### src/rtl/mmio_bridge.sv
// Memory-mapped I/O router: data RAM, RNG, dot-location display FIFO, status and generation counter.
// Optional build macro MMIO_SEG_LOAD_EN: stores to SEG_ADDR with wdata MSB set load the counter directly.
module mmio_bridge #(
  parameter int ADDR_W      = 32,
  parameter int DATA_W      = 32,
  parameter int RAM_AW      = 12,
  parameter int RNG_ADDR    = 99,
  parameter int DOT_BASE    = 100,
  parameter int DOT_COUNT   = 450,
  parameter int SEG_ADDR    = 1000,
  parameter int STATUS_ADDR = 1001,
  parameter int FIFO_DEPTH  = 8,
  parameter int CNT_W       = 14,
  localparam int DOT_IDW    = (DOT_COUNT > 1) ? $clog2(DOT_COUNT) : 1
) (
  input  logic               clock,
  input  logic               reset,
  input  logic [ADDR_W-1:0]  cpu_addr,
  input  logic [DATA_W-1:0]  cpu_wdata,
  input  logic               cpu_wren,
  output logic [DATA_W-1:0]  cpu_rdata,
  output logic [RAM_AW-1:0]  ram_addr,
  output logic               ram_wren,
  output logic [DATA_W-1:0]  ram_wdata,
  input  logic [DATA_W-1:0]  ram_rdata,
  input  logic [DATA_W-1:0]  rng_data,
  output logic               dot_valid,
  input  logic               dot_ready,
  output logic               dot_is_y,
  output logic [DOT_IDW-1:0] dot_id,
  output logic [DATA_W-1:0]  dot_loc,
  output logic [CNT_W-1:0]   seg_value,
  output logic               dot_overflow
);

  localparam int PTR_W   = $clog2(FIFO_DEPTH);
  localparam int ENTRY_W = 1 + DOT_IDW + DATA_W;

  localparam logic [ADDR_W-1:0] RNG_A   = ADDR_W'(RNG_ADDR);
  localparam logic [ADDR_W-1:0] SEG_A   = ADDR_W'(SEG_ADDR);
  localparam logic [ADDR_W-1:0] STAT_A  = ADDR_W'(STATUS_ADDR);
  localparam logic [ADDR_W-1:0] X_LO    = ADDR_W'(DOT_BASE);
  localparam logic [ADDR_W-1:0] Y_LO    = ADDR_W'(DOT_BASE + DOT_COUNT);
  localparam logic [ADDR_W-1:0] Y_END   = ADDR_W'(DOT_BASE + 2 * DOT_COUNT);
  localparam logic [ADDR_W-1:0] RAM_END = ADDR_W'(64'd1 << RAM_AW);
  localparam logic [PTR_W:0]    FULL_COUNT = (PTR_W + 1)'(FIFO_DEPTH);

  typedef enum logic [2:0] {
    REG_NONE,
    REG_RAM,
    REG_RNG,
    REG_SEG,
    REG_STAT,
    REG_DOT_X,
    REG_DOT_Y
  } region_t;

  region_t region;
  region_t region_q;

  // Priority decode: single addresses first, then the dot windows, then RAM.
  always_comb begin
    region = REG_NONE;
    if (cpu_addr == RNG_A)                             region = REG_RNG;
    else if (cpu_addr == SEG_A)                        region = REG_SEG;
    else if (cpu_addr == STAT_A)                       region = REG_STAT;
    else if (cpu_addr >= X_LO && cpu_addr < Y_LO)      region = REG_DOT_X;
    else if (cpu_addr >= Y_LO && cpu_addr < Y_END)     region = REG_DOT_Y;
    else if (cpu_addr < RAM_END)                       region = REG_RAM;
  end

  assign ram_addr  = cpu_addr[RAM_AW-1:0];
  assign ram_wdata = cpu_wdata;
  assign ram_wren  = cpu_wren && (region == REG_RAM);

  // ---------------------------------------------------------------------------
  // Dot FIFO. Handshake: the head entry is offered while dot_valid=1 and is
  // consumed on the rising clock edge where dot_valid && dot_ready; the
  // display may raise dot_ready at any time, dot_valid never depends on it.
  // ---------------------------------------------------------------------------
  logic [ENTRY_W-1:0] fifo_mem [FIFO_DEPTH];
  logic [PTR_W-1:0]   wr_ptr;
  logic [PTR_W-1:0]   rd_ptr;
  logic [PTR_W:0]     fifo_count;
  logic               fifo_full;
  logic               is_dot;
  logic               push_req;
  logic               push;
  logic               pop;
  logic               drop;
  logic [DOT_IDW-1:0] push_id;
  logic [ENTRY_W-1:0] push_entry;
  logic [ENTRY_W-1:0] head;

  assign is_dot     = (region == REG_DOT_X) || (region == REG_DOT_Y);
  assign push_id    = (region == REG_DOT_Y) ? DOT_IDW'(cpu_addr - Y_LO)
                                            : DOT_IDW'(cpu_addr - X_LO);
  assign push_entry = {region == REG_DOT_Y, push_id, cpu_wdata};

  assign fifo_full  = (fifo_count == FULL_COUNT);
  assign dot_valid  = (fifo_count != '0);
  assign pop        = dot_valid && dot_ready;
  assign push_req   = cpu_wren && is_dot;
  // A pop in the same edge frees the slot, so a full FIFO still accepts.
  assign push       = push_req && (!fifo_full || pop);
  assign drop       = push_req && fifo_full && !pop;

  always_ff @(posedge clock or negedge reset) begin
    if (!reset) begin
      wr_ptr     <= '0;
      rd_ptr     <= '0;
      fifo_count <= '0;
    end else begin
      if (push) wr_ptr <= wr_ptr + 1'b1;
      if (pop)  rd_ptr <= rd_ptr + 1'b1;
      case ({push, pop})
        2'b10:   fifo_count <= fifo_count + 1'b1;
        2'b01:   fifo_count <= fifo_count - 1'b1;
        default: fifo_count <= fifo_count;
      endcase
    end
  end

  always_ff @(posedge clock) begin
    if (push) fifo_mem[wr_ptr] <= push_entry;
  end

  // Head fields are forced to zero when empty so stale storage never leaks out.
  assign head     = fifo_mem[rd_ptr];
  assign dot_is_y = dot_valid && head[ENTRY_W-1];
  assign dot_id   = dot_valid ? head[ENTRY_W-2 -: DOT_IDW] : '0;
  assign dot_loc  = dot_valid ? head[DATA_W-1:0] : '0;

  // ---------------------------------------------------------------------------
  // Sticky overflow flag; a drop on the same edge as a clear keeps it set.
  // ---------------------------------------------------------------------------
  logic stat_store;
  assign stat_store = cpu_wren && (region == REG_STAT);

  always_ff @(posedge clock or negedge reset) begin
    if (!reset) begin
      dot_overflow <= 1'b0;
    end else if (drop) begin
      dot_overflow <= 1'b1;
    end else if (stat_store && cpu_wdata[0]) begin
      dot_overflow <= 1'b0;
    end
  end

  // ---------------------------------------------------------------------------
  // Generation counter
  // ---------------------------------------------------------------------------
  logic seg_store;
  assign seg_store = cpu_wren && (region == REG_SEG);

  always_ff @(posedge clock or negedge reset) begin
    if (!reset) begin
      seg_value <= '0;
    end else if (seg_store) begin
`ifdef MMIO_SEG_LOAD_EN
      if (cpu_wdata[DATA_W-1]) seg_value <= cpu_wdata[CNT_W-1:0];
      else                     seg_value <= seg_value + 1'b1;
`else
      seg_value <= seg_value + 1'b1;
`endif
    end
  end

  // ---------------------------------------------------------------------------
  // Read path: capture selection and volatile sources at N, mux at N+1.
  // ---------------------------------------------------------------------------
  logic [DATA_W-1:0] rng_q;
  logic [DATA_W-1:0] status_q;
  logic [DATA_W-1:0] status_word;

  assign status_word = DATA_W'({fifo_count, dot_overflow});

  always_ff @(posedge clock or negedge reset) begin
    if (!reset) begin
      region_q <= REG_NONE;
      rng_q    <= '0;
      status_q <= '0;
    end else begin
      region_q <= region;
      rng_q    <= rng_data;
      status_q <= status_word;
    end
  end

  always_comb begin
    cpu_rdata = '0;
    case (region_q)
      REG_RAM:  cpu_rdata = ram_rdata;
      REG_RNG:  cpu_rdata = rng_q;
      REG_STAT: cpu_rdata = status_q;
      REG_SEG:  cpu_rdata = DATA_W'(seg_value);
      default:  cpu_rdata = '0;
    endcase
  end

endmodule

### config.mk
export PLATFORM = sky130hd
export DESIGN_NAME = mmio_bridge
export DESIGN_NICKNAME = d
export VERILOG_FILES = /design/src/rtl/mmio_bridge.sv
export SDC_FILE = /design/constraint.sdc
export NUM_CORES = 1
export LEC_CHECK = 0
export CAP_MARGIN = 20
export CORE_MARGIN = 2
export CORE_UTILIZATION = 58
export CTS_CLUSTER_SIZE = 28
export DETAILED_ROUTE_END_ITERATION = 10
export PLACE_DENSITY = 0.95
export RECOVER_POWER = 25
export SLEW_MARGIN = 30
export SYNTH_ARGS = -nofsm -noshare
export SYNTH_HDL_FRONTEND = slang
export SYNTH_SLANG_ARGS = --single-unit
### constraint.sdc
create_clock -name clock -period 11.2 [get_ports clock]
set_clock_uncertainty 0.2 [all_clocks]
set_input_delay 2.8 -clock clock [delete_from_list [all_inputs] [get_ports clock]]
set_output_delay 2.8 -clock clock [all_outputs]
set_load 0.005 [all_outputs]
==> results of run 1 <==
[metrics by stage]
stage	setup WS (ns)	hold WS [ns]	total power, W	utilization
floorplan	2.01	0.196	0.00239	-
global placement	2.77	0.239	0.00287	0.692
detailed placement	2.72	0.236	0.00290	0.692
CTS	2.69	0.248	0.00443	0.747
global route	2.55	0.254	0.00457	0.749
finish	2.64	0.246	0.00442	0.749
[state kept, by name, summed over array words and instances (netlist names)]
signal and cells:
wr_ptr 3, rd_ptr 3, rng_q 32, fifo_mem 336, seg_value 14, region_q 3, dot_overflow 1, fifo_count 4
status_q 5
[kinds of logic after synthesis]
group	Yosys count	synth area share
AO/OA/AOI/OAI	72	0.0329
XOR/XNOR	27	0.0143
adder cells (fa/ha/maj)	11	0.00879
buffers and inverters	98	0.0329
flip-flops	401	0.710
multiplexers	144	0.152
AND/OR/NAND/NOR	161	0.0490
[cell type report]
cell class,instances,area (um^2)
fillers,1552,7020
repair buffers,286,2840
multi-input cells,415,4320
clock buffers,49,1090
inverters,11,41.3
well taps,378,473
diodes,3,7.51
flip-flops and latches,401,11700
clock inverters,27,429
[power by group through the flow]
stage / combinational [W] / clock, W / sequential, W
CTS: 0.00115 / 0.00153 / 0.00175
global route: 0.00127 / 0.00158 / 0.00172
detailed placement: 0.00111 / 0 / 0.00178
finish: 0.00119 / 0.00151 / 0.00172
global placement: 0.00108 / 0 / 0.00178
floorplan: 0.000705 / 0 / 0.00169
[cell usage after synthesis (7+ instances only)]
| cell type | instances | area share |
|---|---|---|
| nand2_1 | 23 | 0.0052 |
| nand3_1 | 8 | 0.0024 |
| xnor2_1 | 22 | 0.012 |
| nor4_1 | 7 | 0.0027 |
| mux2i_1 | 47 | 0.029 |
| ha_1 | 10 | 0.0076 |
| buf_4 | 44 | 0.020 |
| inv_1 | 11 | 0.0025 |
| a21oi_1 | 8 | 0.0024 |
| buf_1 | 13 | 0.0030 |
| mux2_2 | 11 | 0.0075 |
| mux4_2 | 84 | 0.11 |
| a22oi_1 | 20 | 0.0091 |
| a22o_1 | 21 | 0.011 |
| nand4_1 | 8 | 0.0030 |
| dfrtp_1 | 65 | 0.099 |
| nor2_1 | 68 | 0.015 |
| clkbuf_1 | 27 | 0.0061 |
| edfxtp_1 | 336 | 0.61 |
| nor3_1 | 11 | 0.0033 |
[critical path, delay by kind of cell]
kind | cells | cell delay, ns
buffers and inverters | 3 | 1.50
AOI/OAI and AO/OA | 2 | 0.53
and+or+nand+nor | 2 | 0.48
adders and majority gates | 1 | 0.24
[worst paths after layout]
| kind | start | end | slack (ns) | cells past startpoint |
|---|---|---|---|---|
| setup reg to reg | fifo_count[1]$_DFFE_PN0P_ | fifo_count[3]$_DFFE_PN0P_ | 8.14 | 11 |
| hold / removal | dot_overflow$_DFFE_PN0P_ | status_q[0]$_DFF_PN0_ | 0.25 | 0 |
| setup / recovery | cpu_addr[3] | ram_wren | 2.64 | 8 |
| max in group asynchronous | reset | rd_ptr[1]$_DFFE_PN0P_ | 5.01 | 2 |
| hold reg to reg | dot_overflow$_DFFE_PN0P_ | status_q[0]$_DFF_PN0_ | 0.25 | 0 |
| min in group asynchronous | reset | seg_value[6]$_DFFE_PN0P_ | 3.36 | 2 |
[layer usage]
layer  GRT usage  up-vias  share of wire
li1            -     4066              -
met4       0.112        0          0.038
met3      0.0475      112          0.075
met1       0.354     4864           0.36
met2       0.475      532           0.52
met5           0        -              0
==> reports/results.txt, run 1 <==
layout cell share with drive strength beyond 1 - 0.175
Pins Over Slew Limit - 66
row cnt - 61
CTS tree - yes
failing checks - max-capacitance violations, max-slew violations
via count - 9574
CP max FO - 9
clock sink count - 401
initial antenna violation count - 2
gr ovfl total - 0
num ports - 267
die height - 173 um
DR iter-0 viols - 994
vias per inst - 6.10
cell area after layout - 0.0209 mm^2
Combinational Power Share - 0.269
Post-CTS Hold Buffers - 0
Synth Instances - 914
VDD IR max - 0.000188 V
Detailed Place HPWL - 23300 um
Placed Area - 0.0193 mm^2
max incr delay on CP - 0.74 ns
max_cap viols - 1
crit share post-route - 0.765
worst-skew pair later-pin latency - 0.53 ns
setup_tns - 0 ns
Post-DRT Antenna Nets - 0
Inst Count DP - 1489
DR pass1 iterations - 5
worst slew pin tran - 3.47 ns
Mapped Nets - 1057
slowest CP cell - clkdlybuf4s50_1
Starting Density - 0.591
number of synthesized flops with an enable pin - 336
Power Density - 211 mW/mm^2
crit end category - output pin
number of global-route vias before repair - 10200
Post-CTS Setup Bufs - 0
post_cts resized - 0
Min-Delay Path Class - reg -> reg
Worst Path Arrival - 5.56 ns
kind of critical path - in -> out
most common cell after layout, fill and taps aside - edfxtp_1
IO buf count - 266
GR Util All Layers - 0.276
register clock-pin slew on the reported worst setup and hold paths - 0.06 ns
die area - 0.0298 mm^2
Post-synth top flop - edfxtp_1
WL final - 40900 um
post-layout instance count excluding filler cells - 1570
Worst slew margin - -1.32
Seq pwr share - 0.389
final setup fails - 0
Leakage - 7.28 nW
pin count of the biggest net entering global routing - 68
Worst Setup Start Kind - primary input
Root Buffer - clkbuf_16
Final Critical Period - 8.56 ns
average wire per cell in the routed design - 26.0 um
Seq/Total Area, Yosys - 0.710
Switching Share - 0.265
H-Tree Depth - 2
cell area after synthesis - 0.0165 mm^2
nets - 1299
Top cell by count, worst path - clkdlybuf4s50_1
switching pwr - 0.00117 W
synthesis warning total - 0
first-pass GRT wire length - 62000 um
die width - 173 um
core area - 0.0279 mm^2
Worst EP required - 8.20 ns
Num CTS Buffers - 41
most frequent cells in the layout - edfxtp_1 (336), clkdlybuf4s50_1 (214), mux4_2 (84), nor2_1 (65), dfrtp_1 (62)
Post-synth ARST share - 0.162
DRC violations left - 0
Routability Congestion - 0.893
Hold Violations, Final - 0
outcome - complete, but fails checks
clock power share - 0.342
fmax - 0.117 GHz
Avg Cell Area, Syn - 18.1 um^2
#FFs+latches synth - 401
critical path, cell by cell - clkdlybuf4s50_1 -> inv_1 -> ha_1 -> a211oi_1 -> nand2b_1 -> a21oi_1 -> nor4b_1 -> clkdlybuf4s50_1
internal power - 0.00325 W
Netlist cell types - 57
clock buffer depth - 3
Area Overhead vs Synth - 26.7%
RSZ-0062 raised after global routing - false
(Power assumes the default switching activity.)
==> inputs of run 2 (changes only) <==
CORE_UTILIZATION = 54   (was 58)
PLACE_DENSITY = 0.9   (was 0.95)
clock period = 8.19 ns   (was 11.2 ns; I/O delays follow)
==> reports/results.txt, run 2 (synthesis gave the netlist of run 1 again) <==
Final Critical Period - 7.01 ns
Setup WS post-layout - 1.18 ns
CP max FO - 9
Root Buffer - clkbuf_16
Routability Congestion - 0.926
number of flip-flops in the largest register - 336
DR iter-0 viols - 873
pin count of the biggest net entering global routing - 66
Hold Violations, Final - 0
Starting Density - 0.544
CTS tree - yes
worst slew pin tran - 2.60 ns
Detailed Place HPWL - 23800 um
Seq pwr share - 0.399
nets - 1300
clock power share - 0.327
Pins Over Slew Limit - 48
Switching Share - 0.269
Post-DRT Antenna Nets - 0
DR pass1 iterations - 7
most common cell after layout, fill and taps aside - edfxtp_1
Worst EP required - 5.94 ns
clock sink count - 401
Worst Setup Start Kind - primary input
GR Util All Layers - 0.256
crit share post-route - 0.856
average wire per cell in the routed design - 25.4 um
die area - 0.0320 mm^2
switching pwr - 0.00159 W
register clock-pin slew on the reported worst setup and hold paths - 0.06 ns
RSZ-0062 raised after global routing - false
first-pass GRT wire length - 60400 um
setup_tns - 0 ns
vias per inst - 5.99
initial antenna violation count - 1
Post-CTS Setup Bufs - 0
worst-skew pair later-pin latency - 0.54 ns
most frequent cells in the layout - edfxtp_1 (336), clkdlybuf4s50_1 (215), mux4_2 (84), nor2_1 (65), dfrtp_1 (62)
max_cap viols - 1
core area - 0.0303 mm^2
layout cell share with drive strength beyond 1 - 0.166
dpl ws - 1.20 ns
VDD IR max - 0.000241 V
via count - 9489
outcome - complete, but fails checks
Combinational Power Share - 0.274
kind of critical path - in -> out
Min-Delay Path Class - reg -> reg
IO buf count - 266
final setup fails - 0
num ports - 267
Leakage - 7.23 nW
row cnt - 64
post_cts resized - 0
Post-CTS Hold Buffers - 0
Area Overhead vs Synth - 26.0%
fill cell count - 1859
Worst slew margin - -0.735
H-Tree Depth - 2
fmax - 0.143 GHz
DRC violations left - 0
crit end category - output pin
gr ovfl total - 0
internal power - 0.00431 W
die height - 179 um
die width - 179 um
Num CTS Buffers - 42
Power Density - 284 mW/mm^2
failing checks - max-capacitance violations, max-slew violations
Worst Path Arrival - 4.76 ns
Largest Register - fifo_mem
clock buffer depth - 3
WL final - 40200 um
number of global-route vias before repair - 9866
biggest regs - fifo_mem x336, rng_q x32, seg_value x14
-- run 2: power by group through the flow --
stage | Combinational [W] | Clock [W] | Sequential, W
floorplan | 0.000963 | 0 | 0.00231
global placement | 0.00148 | 0 | 0.00244
detailed placement | 0.00160 | 0 | 0.00240
CTS | 0.00164 | 0.00195 | 0.00236
global route | 0.00173 | 0.00203 | 0.00237
finish | 0.00162 | 0.00193 | 0.00236
-- run 2: critical path, cell delays in order --
cell and delay (ns):
clkdlybuf4s50_1 0.71, inv_1 0.15, ha_1 0.23, a211oi_1 0.32, nand2b_1 0.19, a21oi_1 0.16, nor4b_1 0.34, clkdlybuf4s50_1 0.60
-- run 2: cell type report --
type / count / area, um^2 / share of cell area
Antenna cell: 1 / 2.50 / 0.000120
Clock buffer: 48 / 1090 / 0.0527
Clock inverter: 27 / 300 / 0.0144
Inverter: 11 / 41.3 / 0.00199
Multi-Input combinational cell: 415 / 4310 / 0.207
Sequential cell: 401 / 11700 / 0.564
Tap cell: 396 / 495 / 0.0238
Timing Repair Buffer: 286 / 2820 / 0.136
-- run 2: worst paths after layout --
check,from,end,slack [ns],cells after the start
max in group asynchronous,reset,rd_ptr[1]$_DFFE_PN0P_,2.89,3
min reg2reg,dot_overflow$_DFFE_PN0P_,status_q[0]$_DFF_PN0_,0.23,0
min in group asynchronous,reset,rng_q[7]$_DFF_PN0_,1.55,2
min,dot_overflow$_DFFE_PN0P_,status_q[0]$_DFF_PN0_,0.23,0
max reg2reg,fifo_count[1]$_DFFE_PN0P_,fifo_count[3]$_DFFE_PN0P_,5.05,11
max,cpu_addr[3],ram_wren,1.18,8
-- run 2: per-layer routing --
metal	up-vias	GRT usage	wire (um)
met5	-	0	0
met4	0	0.0752	818
met3	69	0.0409	2830
met2	480	0.437	21100
met1	4874	0.343	15400
li1	4066	-	-
-- run 2: through the flow --
stage	hold slack [ns]	instances	power, W	util	area (um^2)
final	0.227	1585	0.00591	0.685	20800
after global routing	0.250	1584	0.00612	0.685	20800
after floorplan	0.196	914	0.00327	-	16500
after global placement	0.193	1507	0.00393	0.638	19400
after detailed placement	0.207	1508	0.00400	0.639	19400
after CTS	0.224	1583	0.00595	0.685	20800
